`config.mk`:
```
export PLATFORM = sky130hd
export DESIGN_NAME = uart_tx_byte_fifo
export DESIGN_NICKNAME = d
export VERILOG_FILES = /design/src/rtl/uart_tx_byte_fifo.sv
export SDC_FILE = /design/constraint.sdc
export NUM_CORES = 1
export LEC_CHECK = 0
export CAP_MARGIN = 40
export CORE_ASPECT_RATIO = 0.5
export CORE_UTILIZATION = 30
export DETAILED_ROUTE_END_ITERATION = 10
export PLACE_DENSITY = 0.51
export SYNTH_ARGS = -nofsm -noshare
export SYNTH_HDL_FRONTEND = slang
export SYNTH_SLANG_ARGS = --single-unit
```
`constraint.sdc`:
```
create_clock -name clk_i -period 2.7 [get_ports clk_i]
set_input_delay 0.27 -clock clk_i [delete_from_list [all_inputs] [get_ports clk_i]]
set_output_delay 0.27 -clock clk_i [all_outputs]
set_load 0.005 [all_outputs]
```
`src/rtl/uart_tx_byte_fifo.sv`:
```
// Byte FIFO and launch sequencer feeding UART_TX.
// Queues producer bytes and hands them out one launch pulse at a time.
module uart_tx_byte_fifo #(
  parameter int DEPTH        = 16,
  parameter int DATA_W       = 8,
  parameter int TIMEOUT_CLKS = 4096
) (
  input  logic                       clk_i,
  input  logic                       rst_n_i,
  input  logic                       wr_valid_i,
  input  logic [DATA_W-1:0]          wr_data_i,
  output logic                       wr_ready_o,
  input  logic                       flush_i,
  output logic [$clog2(DEPTH):0]     level_o,
  output logic                       tx_dv_o,
  output logic [DATA_W-1:0]          tx_byte_o,
  input  logic                       tx_active_i,
  input  logic                       tx_done_i,
  output logic                       busy_o,
  output logic                       overflow_o,
  output logic                       timeout_o
);

  localparam int AW = $clog2(DEPTH);
  localparam int CW = AW + 1;
  localparam int TW = (TIMEOUT_CLKS > 1) ? $clog2(TIMEOUT_CLKS) : 1;

  typedef enum logic [1:0] {
    IDLE,
    LAUNCH,
    WAIT_DONE,
    GAP
  } state_t;

  state_t state, state_d;

  logic [DATA_W-1:0] mem [DEPTH];
  logic [AW-1:0]     wr_ptr, rd_ptr;
  logic [CW-1:0]     count;
  logic [TW-1:0]     tmr, tmr_d;
  logic              full, empty;
  logic              push, pop;
  logic              ovf_set, tmo_set;
  logic              dv_d;

  assign full       = (count == CW'(DEPTH));
  assign empty      = (count == '0);
  assign wr_ready_o = !full;
  assign level_o    = count;
  assign busy_o     = (state != IDLE);

  // A full FIFO still takes a byte when the head leaves on the same edge.
  assign push    = wr_valid_i && (!full || pop) && !flush_i;
  assign ovf_set = wr_valid_i && full && !pop && !flush_i;

  always_comb begin
    state_d = state;
    tmr_d   = tmr;
    pop     = 1'b0;
    dv_d    = 1'b0;
    tmo_set = 1'b0;
    unique case (state)
      IDLE: begin
        if (!empty && !tx_active_i && !flush_i) begin
          pop     = 1'b1;
          dv_d    = 1'b1;
          state_d = LAUNCH;
        end
      end
      LAUNCH: begin
        tmr_d   = '0;
        state_d = WAIT_DONE;
      end
      WAIT_DONE: begin
        if (tx_done_i) begin
          state_d = GAP;
        end else if (TIMEOUT_CLKS != 0 &&
                     tmr == TW'(TIMEOUT_CLKS - 1)) begin
          tmo_set = 1'b1;
          state_d = GAP;
        end else begin
          tmr_d = tmr + 1'b1;
        end
      end
      GAP: begin
        state_d = IDLE;
      end
      default: begin
        state_d = IDLE;
      end
    endcase
  end

  always_ff @(posedge clk_i or negedge rst_n_i) begin
    if (!rst_n_i) begin
      state     <= IDLE;
      tmr       <= '0;
      tx_dv_o   <= 1'b0;
      tx_byte_o <= '0;
    end else begin
      state   <= state_d;
      tmr     <= tmr_d;
      tx_dv_o <= dv_d;
      if (pop) begin
        tx_byte_o <= mem[rd_ptr];
      end
    end
  end

  always_ff @(posedge clk_i or negedge rst_n_i) begin
    if (!rst_n_i) begin
      wr_ptr     <= '0;
      rd_ptr     <= '0;
      count      <= '0;
      overflow_o <= 1'b0;
      timeout_o  <= 1'b0;
    end else if (flush_i) begin
      wr_ptr     <= '0;
      rd_ptr     <= '0;
      count      <= '0;
      overflow_o <= 1'b0;
      timeout_o  <= 1'b0;
    end else begin
      if (push) begin
        wr_ptr <= wr_ptr + 1'b1;
      end
      if (pop) begin
        rd_ptr <= rd_ptr + 1'b1;
      end
      unique case ({push, pop})
        2'b10:   count <= count + 1'b1;
        2'b01:   count <= count - 1'b1;
        default: count <= count;
      endcase
      if (ovf_set) begin
        overflow_o <= 1'b1;
      end
      if (tmo_set) begin
        timeout_o <= 1'b1;
      end
    end
  end

  always_ff @(posedge clk_i) begin
    if (push) begin
      mem[wr_ptr] <= wr_data_i;
    end
  end

endmodule

```
==> reports/summary.txt <==
Status - finished, final reports clean
Slew Viols, Final - 0
Avg Synthesized Cell Area - 16.6 µm²
CP Capture Type - flop
Syn Nets - 450
CTS H-tree depth - 4
TNS Setup - 0 ps
Switching Power - 0.00163 W
Bufs and invs on worst path - 1
Die Y - 110 µm
Clock slew at reported path FFs - 60 ps
CP max stage delay - 460 ps
Crit path max-delay family - simple AND/OR/NAND/NOR gates
Cell Chain, Critical Path - inv_2 > ha_4 > or4b_4 > mux2_4 > ha_4 > or3_4 > a221oi_2 > a22oi_1 > mux2_1
Crit path required time - 3000 ps
Via density - 4.76
Row count - 39
ANT nets after route - 0
Worst Hold Class - in2async
1st-pass router iterations - 4
Die width - 218 µm
Clock power frac - 37.8%
# IOs - 32
Sequential cell area fraction in the yosys report - 68.2%
WL per Instance - 18.2 µm
Initial antenna violation count - 0
Commonest non-fill, non-tap cells in the layout - 128 x edfxtp_1, 39 x nor2_1, 39 x buf_4, 37 x dfrtp_1, 32 x mux4_2
Crit-path slowest cell - or4b_4
CP Launch Type - flop
Crit-path max FO - 3
Hpwl dp - 9820 µm
First-pass GRT wire length - 23,200 µm
Placed cell area - 7990 µm²
Synth async-reset ratio - 22.9%
Gpl congestion - 0.761
Gr ovfl total - 0
Cell Int Power - 0.00480 W
Drc violations - 0
Slew margin rel. - 62.4%
Initial Util - 30.7%
Fin nets - 524
Largest net degree at the start of global routing - 28
Worst slew pin tran - 563 ps
Core area - 22,900 µm²
Most used flip-flop cell after synthesis - edfxtp_1
TritonCTS clock tree - yes
GRT Overall Usage - 13.3%
#FFs+latches synth - 166
WP data arrival - 2940 ps
Setup WS pre-CTS - -128 ps
Initial DRC count - 321
Unrepaired setup endpoints after global routing - true
Post-synthesis cell count - 424
Final instance area - 8630 µm²
Peak supply drop - 414 µV
Commonest non-fill, non-tap cell in the layout - edfxtp_1
Final min period - 2640 ps
WHS - 299 ps
Final Cycle Share - 97.7%
EDFF count, synth - 128
# clock sinks - 166
Pwr Density - 746 nW/µm²
Skew-Pair Late Insertion Delay - 430 ps
Switch share - 25.4%
Clock skew - 17.3 ps
Die ar. - 24,100 µm²
Area Overhead vs Synth - 22.8%
Most used cell, CP - ha_4
Bufs on Longest Clock Path - 2
Max Cap Viol - 0
WS Path Type - reg2reg
Synth Cell Area - 7030 µm²
Layout cells sized above 1 - 24.9%
Root buf cell - clkbuf_16
Final hold violations - 0
DRT Wirelength - 14,900 µm
Number of global-route vias before repair - 3,958
PnR worst setup slack - 60.8 ps
CTS Buf Count - 17
Warnings from Yosys - 0
Distinct cell type count after synthesis - 57
Antenna cells - 0
Logic gate share of total power - 15.9%
FMAX - 379 MHz
IO buf count - 31
# setup viols final - 0
Via count - 3,897
Leak - 2.93 nW
Seq pwr share - 46.4%
==> state kept, by name (all words and copies together) (netlist names) <==
| name | flops |
|---|---|
| overflow_o | 1 |
| rd_ptr | 4 |
| tx_dv_o | 1 |
| tmr | 12 |
| timeout_o | 1 |
| wr_ptr | 4 |
| level_o | 5 |
| state | 2 |
| mem | 128 |
| tx_byte_o | 8 |
==> cells in the mapped netlist, types with 5 or more instances <==
| cell | count | share of area, % |
|---|---|---|
| a21oi_1 | 8 | 0.57 |
| buf_2 | 7 | 0.50 |
| clkbuf_1 | 6 | 0.32 |
| dfrtp_1 | 38 | 14 |
| edfxtp_1 | 128 | 55 |
| ha_1 | 12 | 2.1 |
| inv_1 | 9 | 0.48 |
| mux2i_1 | 19 | 2.7 |
| mux4_2 | 32 | 10 |
| nand2_1 | 23 | 1.2 |
| nand2b_1 | 5 | 0.45 |
| nand3_1 | 7 | 0.50 |
| nor2_1 | 39 | 2.1 |
| o21ai_0 | 7 | 0.50 |
| o221ai_1 | 8 | 1.0 |
==> power by group through the flow <==
stage	registers [W]	logic (W)	clock network, W
6_report	0.00298	0.00102	0.00243
5_1_grt	0.00300	0.00114	0.00260
4_1_cts	0.00300	0.000995	0.00250
3_5_place_dp	0.00305	0.000991	0
3_3_place_gp	0.00305	0.000976	0
2_1_floorplan	0.00300	0.000585	0
==> area by class of cell <==
| class | count | area (µm²) |
|---|---|---|
| clock buffers | 17 | 425 |
| clock inverters | 15 | 163 |
| fillers | 2099 | 14300 |
| inverters | 10 | 37.5 |
| multi-input cells | 229 | 2160 |
| flip-flops and latches | 166 | 4800 |
| well taps | 307 | 384 |
| repair buffers | 74 | 668 |
==> cells by family (layout without fill, tap and decap cells) <==
logic type | after synthesis | after routing | synth area share (%)
and+or+nand+nor | 102 | 102 | 7.19
DFF | 166 | 166 | 68.2
adders and majority gates | 12 | 12 | 2.14
muxes | 57 | 57 | 14.1
AOI/OAI and AO/OA | 53 | 53 | 5.93
xor gates and xnor gates | 5 | 5 | 0.623
buffers and inverters | 29 | 116 | 1.82
==> worst reg2reg max path, delay by kind of cell (launching register included) <==
family                     cells  cell delay (ps)
and+or+nand+nor                2              780
adders and majority gates      2              290
muxes                          2              610
DFF                            1              390
buffers and inverters          1               90
AOI/OAI and AO/OA              2              360
==> routing by layer <==
layer	vias to the layer above	GRT usage, %	routed length, µm	part of all wire, %
met5	-	0	0	0
met1	2006	17.6	7130	48
met3	10	2.77	393	2.6
met2	60	21.7	7150	48
met4	0	4.85	215	1.4
li1	1821	-	-	-
==> per-stage QoR <==
stage | cells | utilization [%] | power [W]
after floorplan | 424 | - | 0.00359
after global placement | 777 | 34.7 | 0.00403
after detailed placement | 782 | 34.9 | 0.00404
after CTS | 815 | 37.5 | 0.00650
after global routing | 818 | 37.7 | 0.00674
final | 818 | 37.7 | 0.00644
==> worst paths after layout <==
check,startpoint,end,slack (ps),depth (start not counted)
worst min-delay path,rst_n_i,tmr[7],300,2
worst max-delay path,state[1],level_o[4],60,9
worst min register to register,tmr[10],tmr[10],490,1
min in group clk_i,tmr[10],tmr[10],490,1
max in group asynchronous,rst_n_i,rd_ptr[0],1950,3
worst max register to register,state[1],level_o[4],60,9
==> timing repair <==
action                                  CTS  global route
resized for setup                         0             3
hold endpoints to repair                 12             0
endpoints found under the setup margin    0             1
hold buffers                              1             0
setup buffers                             0             3
Power figures use the tool's default switching activity.
